[src/rtl/fetch_pc_ctrl_pkg.sv]
// Shared definitions for the fetch PC controller: branch/jump type codes,
// controller states, reset fetch address and the branch condition helper.
package fetch_pc_ctrl_pkg;

  localparam int unsigned XLEN    = 32;
  localparam int unsigned BRT_W   = 4;
  localparam int unsigned IMM_W   = 16;
  localparam int unsigned INDEX_W = 26;

  localparam logic [XLEN-1:0] RESET_PC_DEF = 32'h0000_3000;

  // Branch/jump type codes, shared with the decoder
  typedef enum logic [BRT_W-1:0] {
    BR_NONE = 4'd0,
    BR_BEQ  = 4'd1,
    BR_BNE  = 4'd2,
    BR_BLEZ = 4'd3,
    BR_BGTZ = 4'd4,
    BR_BLTZ = 4'd5,
    BR_BGEZ = 4'd6,
    BR_J    = 4'd7,
    BR_JAL  = 4'd8,
    BR_JR   = 4'd9,
    BR_JALR = 4'd10
  } br_type_e;

  typedef enum logic {
    ST_RUN  = 1'b0,
    ST_PEND = 1'b1
  } pc_state_e;

  // Taken condition for a type code, ignoring whether a decision is made this cycle
  function automatic logic br_cond(input logic [BRT_W-1:0] br_type,
                                   input logic             cmp_eq,
                                   input logic [XLEN-1:0]  rs_val);
    logic rs_zero;
    logic rs_neg;
    rs_zero = (rs_val == '0);
    rs_neg  = rs_val[XLEN-1];
    case (br_type)
      BR_BEQ:  br_cond = cmp_eq;
      BR_BNE:  br_cond = ~cmp_eq;
      BR_BLEZ: br_cond = rs_neg | rs_zero;
      BR_BGTZ: br_cond = ~rs_neg & ~rs_zero;
      BR_BLTZ: br_cond = rs_neg;
      BR_BGEZ: br_cond = ~rs_neg;
      BR_J, BR_JAL, BR_JR, BR_JALR: br_cond = 1'b1;
      default: br_cond = 1'b0;
    endcase
  endfunction

endpackage

[src/rtl/fetch_pc_ctrl_npc_calc.sv]
// Next-PC target and link address computation for the ID-stage instruction.
// Purely combinational.
//   id_pc, id_imm16, id_index, rs_val, id_br_type -> target, link_addr
module fetch_pc_ctrl_npc_calc
  import fetch_pc_ctrl_pkg::*;
(
  input  logic [XLEN-1:0]    id_pc,
  input  logic [IMM_W-1:0]   id_imm16,
  input  logic [INDEX_W-1:0] id_index,
  input  logic [XLEN-1:0]    rs_val,
  input  logic [BRT_W-1:0]   id_br_type,
  output logic [XLEN-1:0]    target,
  output logic [XLEN-1:0]    link_addr
);

  logic [XLEN-1:0] pc_plus4;
  logic [XLEN-1:0] br_off;
  logic [XLEN-1:0] br_tgt;
  logic [XLEN-1:0] j_tgt;

  assign pc_plus4  = id_pc + XLEN'(4);
  assign link_addr = id_pc + XLEN'(8);

  // Sign-extended word offset, relative to the delay-slot address
  assign br_off = {{14{id_imm16[IMM_W-1]}}, id_imm16, 2'b00};
  assign br_tgt = pc_plus4 + br_off;

  // Region jump keeps the top nibble of the delay-slot address
  assign j_tgt = {pc_plus4[XLEN-1:XLEN-4], id_index, 2'b00};

  always_comb begin
    target = br_tgt;
    case (id_br_type)
      BR_J, BR_JAL:   target = j_tgt;
      BR_JR, BR_JALR: target = rs_val;
      default:        target = br_tgt;
    endcase
  end

endmodule

[src/rtl/fetch_pc_ctrl.sv]
// F-stage PC owner. Resolves the ID-stage branch/jump decision and loads the
// fetch PC with the next address; parks a resolved target while fetch is stalled.
// Ports:
//   clk, reset (async, active-high)
//   stall_id, stall_f             hazard stall / instruction memory wait
//   id_valid, id_br_type, id_pc,  ID instruction description
//   id_imm16, id_index
//   cmp_eq, rs_val                forwarded comparator result and rs operand
//   pc_f                          current fetch address (registered)
//   link_addr                     id_pc + 8 (combinational)
//   redirect                      pulse: pc_f was just loaded from a target
//   pend                          a target is parked awaiting fetch
//   tgt_misalign                  pulse: misaligned register-jump target taken
module fetch_pc_ctrl
  import fetch_pc_ctrl_pkg::*;
#(
  parameter logic [XLEN-1:0] RESET_PC = RESET_PC_DEF
) (
  input  logic               clk,
  input  logic               reset,
  input  logic               stall_id,
  input  logic               stall_f,
  input  logic               id_valid,
  input  logic [BRT_W-1:0]   id_br_type,
  input  logic [XLEN-1:0]    id_pc,
  input  logic [IMM_W-1:0]   id_imm16,
  input  logic [INDEX_W-1:0] id_index,
  input  logic               cmp_eq,
  input  logic [XLEN-1:0]    rs_val,
  output logic [XLEN-1:0]    pc_f,
  output logic [XLEN-1:0]    link_addr,
  output logic               redirect,
  output logic               pend,
  output logic               tgt_misalign
);

  pc_state_e       state_q, state_d;
  logic [XLEN-1:0] pc_q, pc_d;
  logic [XLEN-1:0] pend_pc_q, pend_pc_d;
  logic            redirect_q, redirect_d;
  logic            misalign_q, misalign_d;

  logic [XLEN-1:0] target;
  logic            decide;
  logic            taken;
  logic            reg_jump;
  logic            misalign_c;

  fetch_pc_ctrl_npc_calc u_npc_calc (
    .id_pc      (id_pc),
    .id_imm16   (id_imm16),
    .id_index   (id_index),
    .rs_val     (rs_val),
    .id_br_type (id_br_type),
    .target     (target),
    .link_addr  (link_addr)
  );

  // Decision qualification
  assign decide     = id_valid & ~stall_id;
  assign taken      = decide & br_cond(id_br_type, cmp_eq, rs_val);
  assign reg_jump   = (id_br_type == BR_JR) | (id_br_type == BR_JALR);
  assign misalign_c = taken & reg_jump & (rs_val[1:0] != 2'b00);

  // Next-state and next-output logic
  always_comb begin
    state_d    = state_q;
    pc_d       = pc_q;
    pend_pc_d  = pend_pc_q;
    redirect_d = 1'b0;
    misalign_d = 1'b0;
    case (state_q)
      ST_RUN: begin
        // stall_id wins: decision inputs are not valid, fetch wait is irrelevant
        if (!stall_id) begin
          if (taken) begin
            misalign_d = misalign_c;
            if (stall_f) begin
              pend_pc_d = target;
              state_d   = ST_PEND;
            end else begin
              pc_d       = target;
              redirect_d = 1'b1;
            end
          end else if (!stall_f) begin
            pc_d = pc_q + XLEN'(4);
          end
        end
      end
      ST_PEND: begin
        // First parked target wins; further decisions here are ignored
        if (!stall_f) begin
          pc_d       = pend_pc_q;
          redirect_d = 1'b1;
          state_d    = ST_RUN;
        end
      end
      default: state_d = ST_RUN;
    endcase
  end

  // State and output registers
  always_ff @(posedge clk or posedge reset) begin
    if (reset) begin
      state_q    <= ST_RUN;
      pc_q       <= RESET_PC;
      pend_pc_q  <= '0;
      redirect_q <= 1'b0;
      misalign_q <= 1'b0;
    end else begin
      state_q    <= state_d;
      pc_q       <= pc_d;
      pend_pc_q  <= pend_pc_d;
      redirect_q <= redirect_d;
      misalign_q <= misalign_d;
    end
  end

  assign pc_f         = pc_q;
  assign redirect     = redirect_q;
  assign pend         = (state_q == ST_PEND);
  assign tgt_misalign = misalign_q;

endmodule

[config.mk]
export PLATFORM = sky130hd
export DESIGN_NAME = fetch_pc_ctrl
export DESIGN_NICKNAME = d
export VERILOG_FILES = /design/src/rtl/fetch_pc_ctrl_pkg.sv /design/src/rtl/fetch_pc_ctrl_npc_calc.sv /design/src/rtl/fetch_pc_ctrl.sv
export SDC_FILE = /design/constraint.sdc
export NUM_CORES = 1
export LEC_CHECK = 0
export ABC_AREA = 1
export BUFFER_PORTS_ARGS = -buffer_cell sky130_fd_sc_hd__buf_2
export CAP_MARGIN = 20
export CORE_ASPECT_RATIO = 1.4
export CORE_UTILIZATION = 37
export CTS_CLUSTER_DIAMETER = 60
export DETAILED_ROUTE_END_ITERATION = 16
export SLEW_MARGIN = 20
export SYNTH_ARGS = -nofsm -noshare
export SYNTH_HDL_FRONTEND = slang
export SYNTH_SLANG_ARGS = --single-unit
[constraint.sdc]
create_clock -name clk -period 4.04 [get_ports clk]
set_clock_uncertainty 0.05 [all_clocks]
set_input_delay 0.606 -clock clk [delete_from_list [all_inputs] [get_ports clk]]
set_output_delay 0.606 -clock clk [all_outputs]
set_load 0.03 [all_outputs]
==> impl_results.md <==
- Placed insts: 1813
- GRT Total Usage: 29.6%
- Drt wl/cell: 17.7 um
- Clock share of power: 21.3%
- CTS clock-pin slew for the worst setup and hold paths: 0.06 ns
- Largest area contributor in the netlist: nand2_1
- Global-route wire length before repair: 49.6 mm
- Worst-margin pin slew: 0.813 ns
- Mapped Nets: 1521
- Skew-Pair Late Insertion Delay: 0.34 ns
- Endpoint type of the worst setup path: register
- Core footprint: 21200 sq um
- PortBufs: 182
- Crit path launch type: input port
- Via count: 9371
- Grt ovf: 0
- Max-cap violation count: 0
- H-tree Lvls: 3
- Internal Power: 1.83 mW
- Critical path class: input port to register
- Synth top area share: 22.1%
- Worst path cell trace: buf_2 > ha_1 > inv_1 > nor2_2 > inv_1 > buf_4 > nor4_2 > xor2_1 > a21oi_1 > inv_1 > ha_1 > nand2_1 > nor2_1 > inv_1 > nor3_2 > o21ai_0 > nand3_1 > nand2_1 > nand3_1 > nand3_1 > nand3_1 > nand2_1
- Post-CTS Setup Bufs: 0
- Total CTS buffers: 9
- Share of layout cells above drive strength 1: 18.4%
- Clock sink count: 67
- Ys flop type: dfrtp_1
- CP max stage delay: 0.42 ns
- Reg power frac: 32.2%
- Vias in the first global route: 9244
- Post-Route WL: 32.3 mm
- DPL Wire Length: 27.2 mm
- Clk buf depth: 2
- Critical Path AT: 3.91 ns
- Pre-CTS setup slack: -0.164 ns
- Final GP Congestion: 0.987
- Peak VDD IR: 0.220 mV
- Final worst slack: 0.322 ns
- Starting Density: 37.8%
- Nets: 1714
- DRT iter0 DRCs: 562
- Slowest-stage cell, CP: ha_1
- Period utilization: 92.0%
- CTS tree: done
- Drt drc: 0
- Largest cells by area after synthesis: nand2_1, dfrtp_1, inv_1
- Top-count cell post-synth: nand2_1
- Leak pwr: 5.25 nW
- Post_cts resized: 0
- Synth Instances: 1371
- Syn_area_per_cell: 5.85 sq um
- Netlist cell types: 46
- Non-Filler Instances: 1831
- Via density: 5.12
- Power Dens Cells: 347 nW/um^2
- Worst Hold Class: input port to asynchronous set/reset pin
- Setup violations, final: 0
- Status: completed
- TritonRoute pass-1 iters: 5
- I/O pin count: 183
- Commonest cells in the synthesized netlist: nand2_1, inv_1, nor2_1
- Critical path fanouts, max: 5
- Sequential-to-total area share from yosys stat: 20.9%
- Ys async rst share: 100%
- Max frequency: 0.269 GHz
- Die X: 126 um
- Period minus WS final: 3.72 ns
- Final Hold Violating Endpoints: 0
- Final count of pins violating max slew: 0
- Sw frac: 45.5%
- RSZ-0062 raised after global routing: no
- CTS hold repair buffers: 0
- Net Switching: 1.52 mW
- Slew margin rel.: 45.8%
- Setup TNS: 0 ns
- Die H: 176 um
- Synthesized area: 8020 sq um
- Largest net degree at the start of global routing: 42
- Post-synth EDFFs: 0
- FP Rows: 63
- Initial antenna violation count: 4
- CTS root buf: clkbuf_16
- Synthesis Warnings: 0
- #FFs+latches synth: 67
- Comb power frac: 46.5%
- Hold_ws: 0.291 ns
- Syn-to-layout area delta: 20.2%
- Die footprint: 22300 sq um
- Req. time, crit path: 4.23 ns
- Routed Antenna Nets: 0
## area by class of cell
cell class,count,area (sq um)
well taps,260,325
fillers,2421,11600
clock inverters,3,15.0
flip-flops and latches,67,1680
clock buffers,13,250
inverters,178,671
multi-input cells,1089,5500
repair buffers,219,1200
diodes,2,5.00
## kinds of logic after synthesis
group / Yosys count / synth area share, %
AND/OR/NAND/NOR: 848 / 45.2
flip-flops: 67 / 20.9
AO/OA/AOI/OAI: 133 / 9.65
multiplexers: 3 / 0.374
buffers and inverters: 215 / 10.7
adder cells (fa/ha/maj): 34 / 5.40
XOR/XNOR: 71 / 7.75
## final timing paths
kind	slack [ns]	from	to	cells after the start
worst min-delay path	0.29	reset	pend_pc_q[29]	2
worst min register to register	0.42	pend_pc_q[5]	pend_pc_q[5]	2
worst max-delay path	0.32	id_pc[4]	pc_f[26]	22
worst max register to register	1.48	pend	pc_f[28]	9
min in group clk	0.42	pend_pc_q[5]	pend_pc_q[5]	2
max in group asynchronous	2.65	reset	pc_f[3]	3
## routing by layer
metal	wire [um]	GRT usage (%)	part of all wire (%)	up-vias
met5	26	0	0.080	-
met4	1880	18.0	5.8	4
met3	1310	3.55	4.1	84
met2	17100	56.9	53	291
met1	12000	30.5	37	4255
li1	-	-	-	4737
## sequential cells by signal, summed over array words and instances (netlist names)
register and flops:
pend 1, pc_f 32, pend_pc_q 32, tgt_misalign 1, redirect 1
## layout by cell type, fill, tap and decap left out, types with 6 or more instances in the layout
| cell type | Yosys | final |
|---|---|---|
| nand2_1 | 472 | 472 |
| buf_2 | 17 | 182 |
| inv_1 | 167 | 166 |
| nor2_1 | 160 | 160 |
| nand3_1 | 113 | 113 |
| dfrtp_1 | 65 | 65 |
| xor2_1 | 52 | 52 |
| a21oi_1 | 50 | 50 |
| buf_4 | 8 | 36 |
| o21ai_0 | 35 | 35 |
| ha_1 | 33 | 33 |
| nor3_1 | 23 | 21 |
| xnor2_1 | 19 | 19 |
| nand4_1 | 18 | 18 |
| nor2_2 | 15 | 15 |
| o211ai_1 | 15 | 15 |
| nand3b_1 | 13 | 13 |
| inv_2 | 9 | 10 |
| nand2_2 | 9 | 9 |
| clkbuf_16 | 0 | 9 |
| o21ai_1 | 8 | 8 |
| a22o_1 | 8 | 8 |
| nor3_2 | 4 | 6 |
| nor4_1 | 7 | 6 |
## critical path: cells and delay by family
family / cells / cell delay (ns)
AO/OA/AOI/OAI: 2 / 0.35
XOR/XNOR: 1 / 0.14
buffers and inverters: 6 / 0.60
AND/OR/NAND/NOR: 11 / 1.58
adder cells (fa/ha/maj): 2 / 0.62
## per-stage QoR
step | util (%) | cell area (sq um) | total power [mW]
finish | 45.5 | 9650 | 3.35
global route | 45.5 | 9640 | 3.59
CTS | 45.4 | 9620 | 3.36
detailed placement | 44.1 | 9360 | 2.63
global placement | 44.1 | 9360 | 2.62
floorplan | - | 8020 | 2.10
## power groups by stage
stage | Sequential [mW] | Clock, mW | Combinational (mW)
3_5_place_dp | 1.09 | 0 | 1.55
2_1_floorplan | 1.21 | 0 | 0.883
5_1_grt | 1.11 | 0.748 | 1.73
4_1_cts | 1.08 | 0.722 | 1.56
6_report | 1.08 | 0.715 | 1.56
3_3_place_gp | 1.08 | 0 | 1.54
No activity file was read; power rests on OpenSTA's default activity.
